===== src/rtl/axi_ic_pkg.sv =====
// ============================================================================
// Module  : axi_ic_pkg
// Brief   : Shared types, constants and helpers for the AXI write arbiter.
// Revision: 1.0
// ============================================================================
`default_nettype none

package axi_ic_pkg;

   typedef enum logic [1:0] {
      ST_IDLE = 2'd0,
      ST_ADDR = 2'd1,
      ST_DATA = 2'd2
   } st_e;

   localparam int QOS_W = 4;

   // Sized for the largest supported master count (16).
   function automatic logic [3:0] onehot2bin(input logic [15:0] i_oh);
      logic [3:0] w_bin;
      w_bin = '0;
      for (int i = 0; i < 16; i++) begin
         if (i_oh[i]) w_bin = w_bin | 4'(i);
      end
      return w_bin;
   endfunction

endpackage

`default_nettype wire


===== src/rtl/axi_wr_arbiter_if.sv =====
// ============================================================================
// Module  : axi_wr_arbiter_if
// Brief   : AW/W handshake bundle between upstream masters, arbiter, downstream.
//           AXI_ARB_QOS_EN adds the per-master AWQOS vector.
// Revision: 1.0
// ============================================================================
`default_nettype none

interface axi_wr_arbiter_if
   import axi_ic_pkg::*;
#(
   parameter int NM = 4
);
   logic [NM-1:0] i_awvalid;
   logic [NM-1:0] o_awready;
   logic [NM-1:0] i_wvalid;
   logic [NM-1:0] i_wlast;
   logic [NM-1:0] o_wready;
   logic          o_awvalid;
   logic          i_awready;
   logic          o_wvalid;
   logic          o_wlast;
   logic          i_wready;
`ifdef AXI_ARB_QOS_EN
   logic [QOS_W*NM-1:0] i_awqos;
`endif

   modport slave (
      input  i_awvalid, i_wvalid, i_wlast, i_awready, i_wready,
      output o_awready, o_wready, o_awvalid, o_wvalid, o_wlast
`ifdef AXI_ARB_QOS_EN
      , input i_awqos
`endif
   );

   modport master (
      output i_awvalid, i_wvalid, i_wlast, i_awready, i_wready,
      input  o_awready, o_wready, o_awvalid, o_wvalid, o_wlast
`ifdef AXI_ARB_QOS_EN
      , output i_awqos
`endif
   );
endinterface

`default_nettype wire


===== src/rtl/axi_rr_arbiter.sv =====
// ============================================================================
// Module  : axi_rr_arbiter
// Brief   : Combinational round-robin pick from i_ptr; with AXI_ARB_QOS_EN the
//           highest QOS wins and round-robin order breaks ties.
// Revision: 1.0
// ============================================================================
`default_nettype none

module axi_rr_arbiter
   import axi_ic_pkg::*;
#(
   parameter int NM = 4,
   parameter int MW = $clog2(NM)
) (
   input  logic [NM-1:0]       i_req,
   input  logic [MW-1:0]       i_ptr,
`ifdef AXI_ARB_QOS_EN
   input  logic [QOS_W*NM-1:0] i_qos,
`endif
   output logic [NM-1:0]       o_grant,
   output logic [MW-1:0]       o_grant_id
);

   always_comb begin
      logic             w_found;
      logic [QOS_W-1:0] w_best;
      logic [QOS_W-1:0] w_q;
      logic             w_r;
      int               w_idx;
      int               w_sel;
      w_found = 1'b0;
      w_best  = '0;
      w_sel   = 0;
      o_grant = '0;
      // Walk requesters in rotated order; strict '>' keeps the earliest on ties.
      for (int k = 0; k < NM; k++) begin
         w_idx = int'(i_ptr) + k;
         if (w_idx >= NM) w_idx = w_idx - NM;
         w_r = 1'b0;
         w_q = '0;
         for (int j = 0; j < NM; j++) begin
            if (j == w_idx) begin
               w_r = i_req[j];
`ifdef AXI_ARB_QOS_EN
               w_q = i_qos[j*QOS_W +: QOS_W];
`endif
            end
         end
         if (w_r && (!w_found || (w_q > w_best))) begin
            w_found = 1'b1;
            w_best  = w_q;
            w_sel   = w_idx;
         end
      end
      for (int j = 0; j < NM; j++) begin
         o_grant[j] = w_found && (w_sel == j);
      end
      o_grant_id = MW'(onehot2bin(16'(o_grant)));
   end

endmodule

`default_nettype wire


===== src/rtl/axi_wr_arbiter.sv =====
// ============================================================================
// Module  : axi_wr_arbiter
// Brief   : Shares one AXI AW+W channel among NM masters; grant held to WLAST.
//           AXI_ARB_QOS_EN enables QOS-priority arbitration.
// Revision: 1.0
// ============================================================================
`default_nettype none

module axi_wr_arbiter
   import axi_ic_pkg::*;
#(
   parameter int NM  = 4,
   parameter int MW  = $clog2(NM),
   parameter int BCW = 8
) (
   input  logic             i_clk,
   input  logic             i_reset,
   axi_wr_arbiter_if.slave  bus,
   output logic [NM-1:0]    o_grant,
   output logic [MW-1:0]    o_grant_id,
   output logic             o_busy,
   output logic [BCW-1:0]   o_beat_cnt
);

   st_e            r_state;
   logic [NM-1:0]  r_grant;
   logic [MW-1:0]  r_grant_id;
   logic [MW-1:0]  r_rr_ptr;
   logic [BCW-1:0] r_beat_cnt;

   logic [NM-1:0]  w_arb_grant;
   logic [MW-1:0]  w_arb_id;
   logic           w_in_addr;
   logic           w_in_data;
   logic           w_aw_hs;
   logic           w_w_hs;
   logic [MW-1:0]  w_ptr_nxt;

   axi_rr_arbiter #(.NM(NM), .MW(MW)) u_arb (
      .i_req      (bus.i_awvalid),
      .i_ptr      (r_rr_ptr),
`ifdef AXI_ARB_QOS_EN
      .i_qos      (bus.i_awqos),
`endif
      .o_grant    (w_arb_grant),
      .o_grant_id (w_arb_id)
   );

   assign w_in_addr = (r_state == ST_ADDR);
   assign w_in_data = (r_state == ST_DATA);

   // Steering is masked by the registered one-hot grant, so no payload index is needed.
   assign bus.o_awvalid = w_in_addr & |(bus.i_awvalid & r_grant);
   assign bus.o_awready = w_in_addr ? (r_grant & {NM{bus.i_awready}}) : '0;
   assign bus.o_wvalid  = w_in_data & |(bus.i_wvalid & r_grant);
   assign bus.o_wlast   = w_in_data & |(bus.i_wlast & r_grant);
   assign bus.o_wready  = w_in_data ? (r_grant & {NM{bus.i_wready}}) : '0;

   assign w_aw_hs   = bus.o_awvalid & bus.i_awready;
   assign w_w_hs    = bus.o_wvalid & bus.i_wready;
   assign w_ptr_nxt = (r_grant_id == MW'(NM-1)) ? '0 : r_grant_id + MW'(1);

   always_ff @(posedge i_clk) begin
      if (i_reset) begin
         r_state    <= ST_IDLE;
         r_grant    <= '0;
         r_grant_id <= '0;
         r_rr_ptr   <= '0;
         r_beat_cnt <= '0;
      end else begin
         case (r_state)
            ST_IDLE: begin
               r_beat_cnt <= '0;
               if (|bus.i_awvalid) begin
                  r_grant    <= w_arb_grant;
                  r_grant_id <= w_arb_id;
                  r_state    <= ST_ADDR;
               end
            end
            ST_ADDR: begin
               if (w_aw_hs) r_state <= ST_DATA;
            end
            ST_DATA: begin
               if (w_w_hs) begin
                  if (bus.o_wlast) begin
                     r_state    <= ST_IDLE;
                     r_grant    <= '0;
                     r_grant_id <= '0;
                     r_rr_ptr   <= w_ptr_nxt;
                     r_beat_cnt <= '0;
                  end else begin
                     r_beat_cnt <= r_beat_cnt + BCW'(1);
                  end
               end
            end
            default: r_state <= ST_IDLE;
         endcase
      end
   end

   assign o_grant    = r_grant;
   assign o_grant_id = r_grant_id;
   assign o_busy     = (r_state != ST_IDLE);
   assign o_beat_cnt = r_beat_cnt;

endmodule

`default_nettype wire


===== src/flat_wrapper.sv =====
// flat-port wrapper written by rule: the top's interface ports become plain ports
module axi_wr_arbiter_flat import axi_ic_pkg::*;
#(
   parameter int NM  = 4,
   parameter int MW  = $clog2(NM),
   parameter int BCW = 8
)
  (i_clk, i_reset, o_grant, o_grant_id, o_busy, o_beat_cnt, bus_i_awvalid, bus_i_wvalid, bus_i_wlast, bus_i_awready, bus_i_wready, bus_o_awready, bus_o_wready, bus_o_awvalid, bus_o_wvalid, bus_o_wlast);
  axi_wr_arbiter_if #(.NM(NM)) bus_i ();
  input  logic i_clk;
  input  logic i_reset;
  output logic [NM-1:0] o_grant;
  output logic [MW-1:0] o_grant_id;
  output logic o_busy;
  output logic [BCW-1:0] o_beat_cnt;
  input wire logic [$bits(bus_i.i_awvalid)-1:0] bus_i_awvalid;
  input wire logic [$bits(bus_i.i_wvalid)-1:0] bus_i_wvalid;
  input wire logic [$bits(bus_i.i_wlast)-1:0] bus_i_wlast;
  input wire logic [$bits(bus_i.i_awready)-1:0] bus_i_awready;
  input wire logic [$bits(bus_i.i_wready)-1:0] bus_i_wready;
  output wire logic [$bits(bus_i.o_awready)-1:0] bus_o_awready;
  output wire logic [$bits(bus_i.o_wready)-1:0] bus_o_wready;
  output wire logic [$bits(bus_i.o_awvalid)-1:0] bus_o_awvalid;
  output wire logic [$bits(bus_i.o_wvalid)-1:0] bus_o_wvalid;
  output wire logic [$bits(bus_i.o_wlast)-1:0] bus_o_wlast;
  assign bus_i.i_awvalid = bus_i_awvalid;
  assign bus_i.i_wvalid = bus_i_wvalid;
  assign bus_i.i_wlast = bus_i_wlast;
  assign bus_i.i_awready = bus_i_awready;
  assign bus_i.i_wready = bus_i_wready;
  assign bus_o_awready = bus_i.o_awready;
  assign bus_o_wready = bus_i.o_wready;
  assign bus_o_awvalid = bus_i.o_awvalid;
  assign bus_o_wvalid = bus_i.o_wvalid;
  assign bus_o_wlast = bus_i.o_wlast;
  axi_wr_arbiter #(.NM(NM), .MW(MW), .BCW(BCW)) u_core (.i_clk(i_clk), .i_reset(i_reset), .bus(bus_i), .o_grant(o_grant), .o_grant_id(o_grant_id), .o_busy(o_busy), .o_beat_cnt(o_beat_cnt));
endmodule

===== config.mk =====
export PLATFORM = sky130hd
export DESIGN_NAME = axi_wr_arbiter_flat
export DESIGN_NICKNAME = d
export VERILOG_FILES = /design/src/rtl/axi_ic_pkg.sv /design/src/rtl/axi_wr_arbiter_if.sv /design/src/rtl/axi_rr_arbiter.sv /design/src/rtl/axi_wr_arbiter.sv /design/src/flat_wrapper.sv
export SDC_FILE = /design/constraint.sdc
export NUM_CORES = 1
export LEC_CHECK = 0
export CAP_MARGIN = 25
export CORE_ASPECT_RATIO = 0.6
export CORE_MARGIN = 3
export CORE_UTILIZATION = 40
export CTS_BUF_LIST = sky130_fd_sc_hd__clkbuf_8 sky130_fd_sc_hd__clkbuf_16
export DETAILED_ROUTE_END_ITERATION = 6
export PLACE_DENSITY_LB_ADDON = 0.1
export SYNTH_ARGS = -nofsm -noshare
export SYNTH_HDL_FRONTEND = slang
export SYNTH_SLANG_ARGS = --single-unit

===== constraint.sdc =====
create_clock -name i_clk -period 6.8 [get_ports i_clk]
set_clock_uncertainty 0.15 [all_clocks]
set_input_delay 1.36 -clock i_clk [delete_from_list [all_inputs] [get_ports i_clk]]
set_output_delay 1.36 -clock i_clk [all_outputs]
set_load 0.01 [all_outputs]

==> reports/metrics.cfg <==
[global_routing]
grt_max_degree=18
antenna_found_initial=0
grt_usage=0.1992
grt_overflow=0
grt_pass1_vias=1251
grt_pass1_wl_um=6299

[final_layout]
multi_input_area_sq_um=919.6
final_core_util=0.6012
drive_gt1_frac=0.04902
fin_cells=246
fillers=267
regArea_sq_um=360.3
syn_to_final_growth_pct=36.85
diodes=0
fin_nets=231
final_area_sq_um=1817

[place]
pre_cts_slack_ns=2.336
numPortBuffers=41
dpl.cell_count=242
place_hpwl_um=3061
globalplace.congestion=0.9124
place_area_sq_um=1762

[timing]
worst_pin_slew_ns=0.6755
hold_viol=0
finalCritPeriodShare=0.6580
fin_ws_ns=2.325
drv_slew=0
slew_headroom=0.5496
final.setup.tns_ns=0
post-route-min-period_ns=4.475
fmax_ghz=0.2235
setup_viol=0
rsz0062_at_grt=false
holdWs_ns=0.3524

[worst_setup_path]
arrival_ns=2.96
cp_max_fo=3
critPathLaunchType=input pin
regToRegSetupSlack_ns=4.01
crit_path_end_kind=output pin
cp-endpoint=bus_o_wlast
crit_type=input pin to output pin
r2r_end=u_core.o_grant[3]$_SDFFE_PP0P_
worstPathRequired_ns=5.29
worstSetupStartpoint=bus_i_wlast[0]
ff2ff_path_depth=8
reg2reg_from=u_core.r_rr_ptr[0]$_SDFFE_PP0P_

[route]
post_drt_via_cell_ratio=5.593
drt_wl_total_um=3812
drc=0
dr.pass1.iters=4
drt_iter0_markers=108
routedWlPerCell_um=15.50
vias=1376
ant_nets=0

[yosys]
synth_area_per_cell_sq_um=8.144
synth-async-reset-ratio=0
synth_cell_types=48
yosys_register_bits=18
synth_nets=189
yosysWarnings=0
synth_seq_area_share=0.2714
syn-cell-area_sq_um=1328
synth_edf_count=0
synth-main-ff-cell=dfxtp_1
postSynthCellCount=163

[floorplanning]
die_x_um=80.38
num_rows=15
coreArea_sq_um=3022
die_y_um=50.63
ios=42
initial_core_util=0.4393
dieArea_sq_um=4069

[cts]
cts_tree=built
cts_sinks=18
postCtsSetupRepairBufs=0
ctsHoldBuffers=0
cts_resized=0
clk_latency_ns=0.25
root_buffer=clkbuf_8
htree_levels=1
cts.clk_slew.worst_paths_ns=0.07
cts_buffers=3
cts.path.max_buffers=2

[pwr]
switching_share=0.2554
p_int_mw=0.1819
p_seq_frac=0.459
peakVddDrop_mv=0.1289
power_density_nw_per_um2=134.5
pwr-share-comb=0.181
p_leak_nw=0.6802
p_clk_frac=0.361
power_switching_mw=0.06240
p_total_mw=0.2443

[status]
status=finished clean

[job]
max_cap_viol_count=0

[hold_path]
hold_class=flop to flop

[critical path: stages]
cell and delay [ns]:
clkdlybuf4s50_1 0.40, a22o_1 0.23, a221oi_1 0.38, nor2_1 0.10, clkdlybuf4s50_1 0.49
[routing by layer]
metal  up-vias  global-route usage  wire length, um
li1        682                   -                -
met1       617              0.2939             1911
met2        69              0.2816             1480
met3         8             0.05914              376
met4         0             0.04213               44
met5         -                   0                0
[cells by family (layout without fill, tap and decap cells)]
kind of cell | count (synthesis) | in the layout | share of synthesized area
mux | 2 | 2 | 0.01508
buf+inv | 9 | 50 | 0.03581
flops | 18 | 18 | 0.2714
compound gates | 43 | 43 | 0.2432
fa+ha+maj | 10 | 10 | 0.09425
simple gates | 75 | 75 | 0.3007
xor+xnor | 6 | 6 | 0.03958
[worst min-delay path by stage]
stage	from	to	slack [ns]	depth (start not counted)
2_1_floorplan	u_core.o_grant_id[1]$_SDFFE_PP0P_	u_core.o_grant_id[1]$_SDFFE_PP0P_	0.36	2
3_3_place_gp	u_core.o_grant_id[1]$_SDFFE_PP0P_	u_core.o_grant_id[1]$_SDFFE_PP0P_	0.33	2
3_5_place_dp	u_core.o_grant_id[1]$_SDFFE_PP0P_	u_core.o_grant_id[1]$_SDFFE_PP0P_	0.33	2
4_1_cts	u_core.o_grant_id[1]$_SDFFE_PP0P_	u_core.o_grant_id[1]$_SDFFE_PP0P_	0.35	2
5_1_grt	u_core.o_grant_id[1]$_SDFFE_PP0P_	u_core.o_grant_id[1]$_SDFFE_PP0P_	0.40	2
6_report	u_core.o_grant_id[1]$_SDFFE_PP0P_	u_core.o_grant_id[1]$_SDFFE_PP0P_	0.35	2
[cells in the final DEF (no fill, tap or decap), types with 4 or more instances in the layout]
master	count
ha_1	10
xor2_1	6
clkdlybuf4s50_1	41
dfxtp_1	18
clkbuf_8	4
and3_1	6
inv_1	5
o32ai_1	4
a211oi_1	4
a21oi_1	8
nand2b_1	5
nand2_1	15
and2_1	4
nor2_1	19
nor2b_1	5
nand4_1	5
[power by group through the flow]
stage	Combinational, mW	Sequential [mW]	Clock [mW]
global placement	0.0422	0.114	0
global route	0.0481	0.113	0.0945
floorplan	0.0210	0.114	0
CTS	0.0438	0.112	0.0895
detailed placement	0.0435	0.114	0
finish	0.0441	0.112	0.0882
[state kept, by name (all words and copies together), names as in the netlist]
register and count:
u_core.o_grant 4, u_core.o_beat_cnt 8, u_core.o_grant_id 2, u_core.r_rr_ptr 2
u_core.r_state 2
[synthesized netlist by cell type (2+ instances only)]
cell | number | share of area
nand4_1 | 5 | 0.024
a22oi_1 | 3 | 0.017
mux2i_1 | 2 | 0.015
nor2b_1 | 5 | 0.024
or2b_2 | 2 | 0.013
a22o_1 | 3 | 0.020
o21ai_0 | 3 | 0.011
o211ai_1 | 2 | 0.011
xor2_1 | 6 | 0.040
ha_1 | 10 | 0.094
nor2_1 | 19 | 0.054
o32ai_1 | 4 | 0.026
a21oi_1 | 8 | 0.030
nand2_1 | 15 | 0.042
nand2b_1 | 5 | 0.024
a211o_1 | 2 | 0.013
inv_1 | 5 | 0.014
or3_1 | 2 | 0.0094
and2_1 | 4 | 0.019
nor3b_1 | 3 | 0.017
dfxtp_1 | 18 | 0.27
nand3b_1 | 3 | 0.017
and3_1 | 6 | 0.028
a211oi_1 | 4 | 0.023
[final cells by class]
type,instances,share of cell area
Timing Repair Buffer,41,0.2259
Multi-Input combinational cell,136,0.5062
Sequential cell,18,0.1983
Clock buffer,4,0.03030
Inverter,5,0.01033
Tap cell,42,0.02893
(Power assumes the default switching activity.)
